===== src/rtl/uart_tx_fifo_if.sv =====
`default_nettype none
// ---------------------------------------------------------------------------
// uart_tx_fifo_if : byte write handshake into the UART transmit FIFO
// Revision: 1.0
// ---------------------------------------------------------------------------
interface uart_tx_fifo_if;
    logic [7:0] wr_data;
    logic       wr_valid;
    logic       wr_ready;

    modport master (output wr_data, output wr_valid, input wr_ready);
    modport slave  (input wr_data, input wr_valid, output wr_ready);
endinterface
`default_nettype wire


===== src/rtl/uart_tx_fifo.sv =====
`default_nettype none
// ---------------------------------------------------------------------------
// uart_tx_fifo : buffered 8N1 UART transmitter, FIFO drained by a bit FSM
// Revision: 1.0
// ---------------------------------------------------------------------------
module uart_tx_fifo #(
    parameter int CLKS_PER_BIT = 868,
    parameter int FIFO_AW      = 4
) (
    input  logic               sysclk,
    input  logic               rst,
    uart_tx_fifo_if.slave      wr,
    output logic               uart_tx,
    output logic [FIFO_AW:0]   fifo_count,
    output logic               tx_busy
);
    localparam int DEPTH = 1 << FIFO_AW;
    localparam int CW    = $clog2(CLKS_PER_BIT);
    localparam logic [FIFO_AW:0] FULL_COUNT = (FIFO_AW+1)'(DEPTH);
    localparam logic [CW-1:0]    BAUD_LAST  = CW'(CLKS_PER_BIT - 1);

    typedef enum logic [1:0] {
        IDLE  = 2'd0,
        START = 2'd1,
        DATA  = 2'd2,
        STOP  = 2'd3
    } state_t;

    logic [7:0]         mem [DEPTH];
    logic [FIFO_AW-1:0] wr_ptr, rd_ptr;
    state_t             state, state_nxt;
    logic [7:0]         shift, shift_nxt;
    logic [2:0]         bit_idx, bit_idx_nxt;
    logic [CW-1:0]      baud, baud_nxt;
    logic               tx_nxt;
    logic               push, pop, fifo_empty, baud_done;

    assign wr.wr_ready = (fifo_count != FULL_COUNT);
    assign push        = wr.wr_valid && wr.wr_ready;
    assign fifo_empty  = (fifo_count == '0);
    assign baud_done   = (baud == BAUD_LAST);
    assign tx_busy     = (state != IDLE) || !fifo_empty;

    always_ff @(posedge sysclk) begin
        if (push) begin
            mem[wr_ptr] <= wr.wr_data;
        end
    end

    always_ff @(posedge sysclk) begin
        if (rst) begin
            wr_ptr     <= '0;
            rd_ptr     <= '0;
            fifo_count <= '0;
        end else begin
            if (push) wr_ptr <= wr_ptr + FIFO_AW'(1);
            if (pop)  rd_ptr <= rd_ptr + FIFO_AW'(1);
            case ({push, pop})
                2'b10:   fifo_count <= fifo_count + (FIFO_AW+1)'(1);
                2'b01:   fifo_count <= fifo_count - (FIFO_AW+1)'(1);
                default: fifo_count <= fifo_count;
            endcase
        end
    end

    always_ff @(posedge sysclk) begin
        if (rst) begin
            state   <= IDLE;
            shift   <= '0;
            bit_idx <= '0;
            baud    <= '0;
            uart_tx <= 1'b1;
        end else begin
            state   <= state_nxt;
            shift   <= shift_nxt;
            bit_idx <= bit_idx_nxt;
            baud    <= baud_nxt;
            uart_tx <= tx_nxt;
        end
    end

    // The line level is derived from the next state so uart_tx stays registered
    // yet changes on the same edge that enters each bit.
    always_comb begin
        state_nxt   = state;
        shift_nxt   = shift;
        bit_idx_nxt = bit_idx;
        baud_nxt    = baud;
        pop         = 1'b0;
        case (state)
            IDLE: begin
                if (!fifo_empty) begin
                    pop       = 1'b1;
                    shift_nxt = mem[rd_ptr];
                    baud_nxt  = '0;
                    state_nxt = START;
                end
            end
            START: begin
                if (baud_done) begin
                    baud_nxt    = '0;
                    bit_idx_nxt = '0;
                    state_nxt   = DATA;
                end else begin
                    baud_nxt = baud + CW'(1);
                end
            end
            DATA: begin
                if (baud_done) begin
                    baud_nxt    = '0;
                    shift_nxt   = shift >> 1;
                    bit_idx_nxt = bit_idx + 3'd1;
                    if (bit_idx == 3'd7) state_nxt = STOP;
                end else begin
                    baud_nxt = baud + CW'(1);
                end
            end
            STOP: begin
                if (baud_done) begin
                    baud_nxt = '0;
                    if (!fifo_empty) begin
                        pop       = 1'b1;
                        shift_nxt = mem[rd_ptr];
                        state_nxt = START;
                    end else begin
                        state_nxt = IDLE;
                    end
                end else begin
                    baud_nxt = baud + CW'(1);
                end
            end
            default: state_nxt = IDLE;
        endcase

        tx_nxt = 1'b1;
        case (state_nxt)
            START:   tx_nxt = 1'b0;
            DATA:    tx_nxt = shift_nxt[0];
            default: tx_nxt = 1'b1;
        endcase
    end
endmodule
`default_nettype wire


===== src/flat_wrapper.sv =====
// flat-port wrapper written by rule: the top's interface ports become plain ports
module uart_tx_fifo_flat 
#(
    parameter int CLKS_PER_BIT = 868,
    parameter int FIFO_AW      = 4
)
  (sysclk, rst, uart_tx, fifo_count, tx_busy, wr_wr_data, wr_wr_valid, wr_wr_ready);
  uart_tx_fifo_if wr_i ();
  input  logic sysclk;
  input  logic rst;
  output logic uart_tx;
  output logic [FIFO_AW:0] fifo_count;
  output logic tx_busy;
  input wire logic [$bits(wr_i.wr_data)-1:0] wr_wr_data;
  input wire logic [$bits(wr_i.wr_valid)-1:0] wr_wr_valid;
  output wire logic [$bits(wr_i.wr_ready)-1:0] wr_wr_ready;
  assign wr_i.wr_data = wr_wr_data;
  assign wr_i.wr_valid = wr_wr_valid;
  assign wr_wr_ready = wr_i.wr_ready;
  uart_tx_fifo #(.CLKS_PER_BIT(CLKS_PER_BIT), .FIFO_AW(FIFO_AW)) u_core (.sysclk(sysclk), .rst(rst), .wr(wr_i), .uart_tx(uart_tx), .fifo_count(fifo_count), .tx_busy(tx_busy));
endmodule

===== config.mk =====
export PLATFORM = sky130hd
export DESIGN_NAME = uart_tx_fifo_flat
export DESIGN_NICKNAME = d
export VERILOG_FILES = /design/src/rtl/uart_tx_fifo_if.sv /design/src/rtl/uart_tx_fifo.sv /design/src/flat_wrapper.sv
export SDC_FILE = /design/constraint.sdc
export NUM_CORES = 1
export LEC_CHECK = 0
export ABC_AREA = 1
export CORE_ASPECT_RATIO = 0.8
export CORE_MARGIN = 5
export CORE_UTILIZATION = 55
export CTS_CLUSTER_DIAMETER = 200
export DETAILED_ROUTE_END_ITERATION = 8
export PLACE_DENSITY = 0.72
export SLEW_MARGIN = 20
export SYNTH_ARGS = -nofsm -noshare
export SYNTH_HDL_FRONTEND = slang
export SYNTH_SLANG_ARGS = --single-unit

===== constraint.sdc =====
create_clock -name sysclk -period 4.3 [get_ports sysclk]
set_clock_uncertainty 0.05 [all_clocks]
set_input_delay 0.86 -clock sysclk [delete_from_list [all_inputs] [get_ports sysclk]]
set_output_delay 0.86 -clock sysclk [all_outputs]
set_load 0.005 [all_outputs]

* Yosys cells after proc, flatten, opt, wreduce, memory -nomap -nowiden
Memory sizes are Yosys's and may differ from the RTL's. A register that Yosys moved wholly into a read port is not among the register bits.
Index checks and enable logic that the tools add are counted.
** Operators by class
- Eq/ne operators :: 14
- Mux-type cells :: 26
- Reduce and logical (&&, ||, !) cells :: 12
- $add $sub $neg :: 6
** Operator list (number)
- $mux W8 :: 3
- $pmux W8 S3 :: 1
- $mux W10 :: 2
- $pmux W10 S2 :: 1
- $add A10 B1 Y10 const B :: 1
- $eq A10 B10 Y1 const B :: 1
- $mux W2 :: 5
- $pmux W5 S2 :: 1
- $add A4 B1 Y4 const B :: 2
- $eq A2 B2 Y1 const B :: 4
- $mux W4 :: 2
- $pmux W2 S4 :: 1
- $eq A2 B1 Y1 const B :: 3
- $mux W3 :: 2
- $ne A2 B1 Y1 const B :: 3
- $pmux W3 S2 :: 1
- $reduce_and A3 Y1 :: 2
- $reduce_bool A2 Y1 :: 3
- $add A5 B1 Y5 const B :: 1
- $logic_not A5 Y1 :: 1
- $mux W1 :: 5
- $ne A5 B5 Y1 const B :: 1
- $sub A5 B1 Y5 const B :: 1
- $pmux W1 S2 :: 2
- other kinds (9) :: 9
** Storage, ports and cells
- Memories kept :: 1
- Word-level logic and storage cells :: 68
- Bits in registers :: 37
- Bits in writable memories :: 128
- Output and inout port bits :: 8
- Input bits :: 11
** Memories
- u_core.mem :: words 16, width 8, rd ports 1, clocked after memory_dff 1, write ports 1, RTL line uart_tx_fifo.sv:29 : logic [7:0] mem [DEPTH];

* Logic depth before layout (Yosys ltp)
- Word-level depth :: 6
- Mapped depth :: 19
- Depth with buffers taken out :: 19

* Worst setup path before layout
OpenSTA, ideal clock, no wires.
- Kind :: register to register
- Start :: register u_core.state[1]
- End :: register u_core.fifo_count[4]
- Data required time :: 4.119 ns
- Arrival :: 2.209 ns
- Setup time :: 0.131 ns
- Path buffers :: 0
- Setup slack :: 1.911 ns
- Period minus slack after synthesis :: 2.389 ns
- Stages on the path, launching flop included :: 19
- Path through :: dfxtp_1 > inv_1 > ha_1 > inv_1 > nand2_1 > nand2_4 > nor2_8 > ha_1 > xnor2_1 > inv_1 > ha_1 > inv_1 > nand2_2 > nand2_2 > nand2_1 > nand2_1 > nand2_1 > nand2_1 > a21oi_2
** On the way
- Word-level cells in the longest chain between the ends :: 4
- Elaborated cells between the ends (all ways) :: 7
- Classes of those cells :: 3 x eq/ne; 2 x mux; 2 x reduce/logical
** RTL lines
- start, declared :: RTL line uart_tx_fifo.sv:31 : state_t state, state_nxt;
- start signal, assigned :: RTL line uart_tx_fifo.sv:74 : state <= state_nxt;
- $eq A2 B2 Y1 / $logic_not A2 Y1 (equally long branches) :: RTL line uart_tx_fifo.sv:90 : case (state)
- $pmux W1 S2 (*) :: RTL line uart_tx_fifo.sv:90
- via u_core.pop :: RTL line uart_tx_fifo.sv:36 : logic push, pop, fifo_empty, baud_done;
- $eq A2 B1 Y1 / $eq A2 B2 Y1 (equally long branches) :: RTL line uart_tx_fifo.sv:58 : case ({push, pop})
- $pmux W5 S2 / $reduce_bool A2 Y1 (equally long branches)
- end signal, assigned :: RTL line uart_tx_fifo.sv:59 : 2'b10: fifo_count <= fifo_count + (FIFO_AW+1)'(1);
- end signal, assigned :: RTL line uart_tx_fifo.sv:60 : 2'b01: fifo_count <= fifo_count - (FIFO_AW+1)'(1);
- end signal, assigned :: RTL line uart_tx_fifo.sv:61 : default: fifo_count <= fifo_count;
- end, declared :: RTL line uart_tx_fifo.sv:14 : output logic [FIFO_AW:0] fifo_count,
The timed path passes the listed nets; every way through them passes the cells marked *.
A chain may end at the register's enable or synchronous reset.

* Final worst setup path
- Start :: register u_core.fifo_count[2]
- End :: output tx_busy
** On the way
- Word-level cells in the longest chain between the ends :: 3
** RTL lines
- $logic_not A5 Y1 :: RTL line uart_tx_fifo.sv:40 : assign fifo_empty = (fifo_count == '0);
- $logic_not A1 Y1 :: RTL line uart_tx_fifo.sv:42 : assign tx_busy = (state != IDLE) || !fifo_empty;
- $logic_or A1 B1 Y1 :: RTL line uart_tx_fifo.sv:42
- end, declared :: RTL line flat_wrapper.sv:13 : output logic tx_busy;
Every way passes these cells.

==> qor.csv <==
metric,value,unit
yosys_warnings,0,
cpMostUsedCell,nor2_1,
grt_antenna_before_repair,0,
clk_latency,0.42,ns
nFillCells,1011,
hold_viol,0,
gp_congestion,0.818,
synth-edff-count,128,
nets,720,
vdd_drop_max,309,µV
avgViaCountPerCell,5.90,
clock_path_buffers,2,
syn_area_per_cell,10.7,µm²
cts_root_buf,clkbuf_16,
max_slew_margin,39.7,%
cts_tree,done,
rsz0062_at_grt,false,
hp-start,u_core.shift[5]$_SDFFE_PP0P_,
grtUsageTotal,21.2,%
cts_resized,0,
grt_max_degree,65,
final_cell_mix,"edfxtp_1, nor2_1, nand2_1",
antenna_left,0,
fin_cells,881,
powerDensity,601,nW/µm²
post_cts_buffers,0,
maxCapViolations,0,
port_buffers,18,
io_pins,19,
synth_top_cell_by_area,edfxtp_1,
first_global_vias,4896,
hold_end,u_core.shift[5]$_SDFFE_PP0P_,
synth_top_area_share,53.0,%
drv_slew,0,
avgRoutedWirePerCell,18.5,µm
fin_crit_sh,75.8,%
die_h,113,µm
fmax,307,MHz
grt_pass1_wl,25.7,mm
yosysUniqueCellTypes,39,
cp.arrival,2.35,ns
routed-via-count,5194,
synth-seq-cells,169,
drtPass1Iterations,5,
required,3.39,ns
overflow,0,
r2r_start,u_core.state[0]$_SDFF_PP0_,
synth_flop_cell,edfxtp_1,
post-route-min-period,3.26,ns
clkSlewWorstSetupHoldPaths,0.06,ns
path_cells,nor2_1 > nand3_1 > nor2_1 > buf_4 > inv_1 > clkdlybuf4s50_1,
htreeDepth,4,
fin_tns_setup,0,ns
startpoint_type,flip-flop,
cp_max_fo,13,
syn_inst,679,
cts_made_buffers,17,
antenna_cells,0,
leakage,2.83,nW
reg2reg_slack,1.47,ns
rows,37,
drtIter0Drc,565,
status,"finished, final reports clean",
cts_hold_buffers,0,
end_kind,output pin,
synthToLayoutAreaGrowth,13.6,%
wirelength,16.3,mm
clock_sinks,169,
finalSetupViolations,0,
crit_slowest_cell,clkdlybuf4s50_1,
min_path_cells,2,
start_util,56.3,%
worstMarginPinSlew,0.901,ns
regArea,4670,µm²
die_w,138,µm
async_flop_share,0,%
hold_path.class,flip-flop to flip-flop,
coreArea,12900,µm²
hpwlAfterDp,10.1,mm
synth.net_count,706,
r2r-end,u_core.fifo_count[4]$_SDFFE_PP0P_,
dieArea,15600,µm²
netlist_area,7250,µm²
final_common_cell,edfxtp_1,
drive_gt1_share,7.37,%
crit_type,flip-flop to output pin,
multi_input_area,2290,µm²
dp.cells,849,
reg2regPathDepth,18,
ys_seq_area_share,64.3,%
post-route-drc-count,0,
ys_top_cells_by_area,"edfxtp_1, dfxtp_1, nor2_1, o21ai_0, nand2_1",
max_stage_delay,0.45,ns
## routing by layer
| layer | vias up | global-route usage [%] | wire (µm) |
|---|---|---|---|
| met1 | 2483 | 29.2 | 7230 |
| met2 | 242 | 33.6 | 7450 |
| met4 | 0 | 7.57 | 328 |
| met3 | 26 | 4.34 | 1280 |
| met5 | - | 0 | 0 |
| li1 | 2443 | - | - |
## metrics by stage
step	setup slack (ns)	hold WS [ns]	utilization, %	power [mW]	cell area, µm²
after floorplan	1.91	0.394	-	2.87	7250
after global placement	1.36	0.402	58.9	3.23	7580
after detailed placement	1.27	0.406	58.9	3.26	7580
after CTS	1.02	0.416	64.0	4.95	8240
after global routing	0.844	0.441	64.0	5.20	8240
final	1.04	0.415	64.0	4.95	8240
## logic make-up after synthesis
group | count (synthesis) | synth area share (%)
AO/OA/AOI/OAI | 172 | 13.9
XOR/XNOR | 6 | 0.725
adder cells (fa/ha/maj) | 16 | 2.76
buffers and inverters | 77 | 4.12
flip-flops | 169 | 64.3
AND/OR/NAND/NOR | 239 | 14.2
## registers in the layout, summed over array words and instances, names as in the netlist, named ones only
| signal | cells |
|---|---|
| u_core.mem | 128 |
| u_core.baud | 10 |
| u_core.shift | 8 |
| u_core.fifo_count | 5 |
| u_core.rd_ptr | 4 |
| u_core.wr_ptr | 4 |
| u_core.bit_idx | 3 |
| u_core.state | 2 |
| u_core.uart_tx | 1 |
## cell type report
cell class | instances | share of cell area [%]
sequential | 169 | 56.7
multi-input combinational | 433 | 27.8
clock buffer | 20 | 5.30
timing repair buffer | 24 | 2.73
clock inverter | 12 | 2.70
tap | 175 | 2.66
inverter | 48 | 2.19
## Yosys cell counts, drive strengths merged (4+ instances only)
cell,count
edfxtp,128
nor2,119
o21ai,91
nand2,75
inv,48
dfxtp,41
a21oi,39
nand3,34
o221ai,26
clkbuf,20
ha,16
buf,9
nor3,6
o211ai,6
xor2,4
## how the worst max path moves through the flow
stage | from | to | slack, ns
after floorplan | u_core.state[1]$_SDFF_PP0_ | u_core.fifo_count[4]$_SDFFE_PP0P_ | 1.91
after global placement | wr_wr_valid | u_core.mem[10][2]$_DFFE_PP_ | 1.36
after detailed placement | wr_wr_valid | u_core.mem[10][2]$_DFFE_PP_ | 1.27
after CTS | u_core.fifo_count[1]$_SDFFE_PP0P_ | tx_busy | 1.02
after global routing | u_core.fifo_count[1]$_SDFFE_PP0P_ | tx_busy | 0.84
final | u_core.fifo_count[2]$_SDFFE_PP0P_ | tx_busy | 1.04
## power breakdown
part           internal (mW)  switching (mW)  total (mW)
Combinational          0.427           0.878        1.31
Clock                   1.09           0.609        1.70
Sequential              1.87          0.0749        1.94
Total                   3.38            1.56        4.95
## critical path, delay by kind of cell (launching register included)
kind,cells,cell delay [ns]
and+or+nand+nor,3,0.82
DFF,1,0.36
buffers and inverters,3,0.74
(Power assumes the default switching activity.)
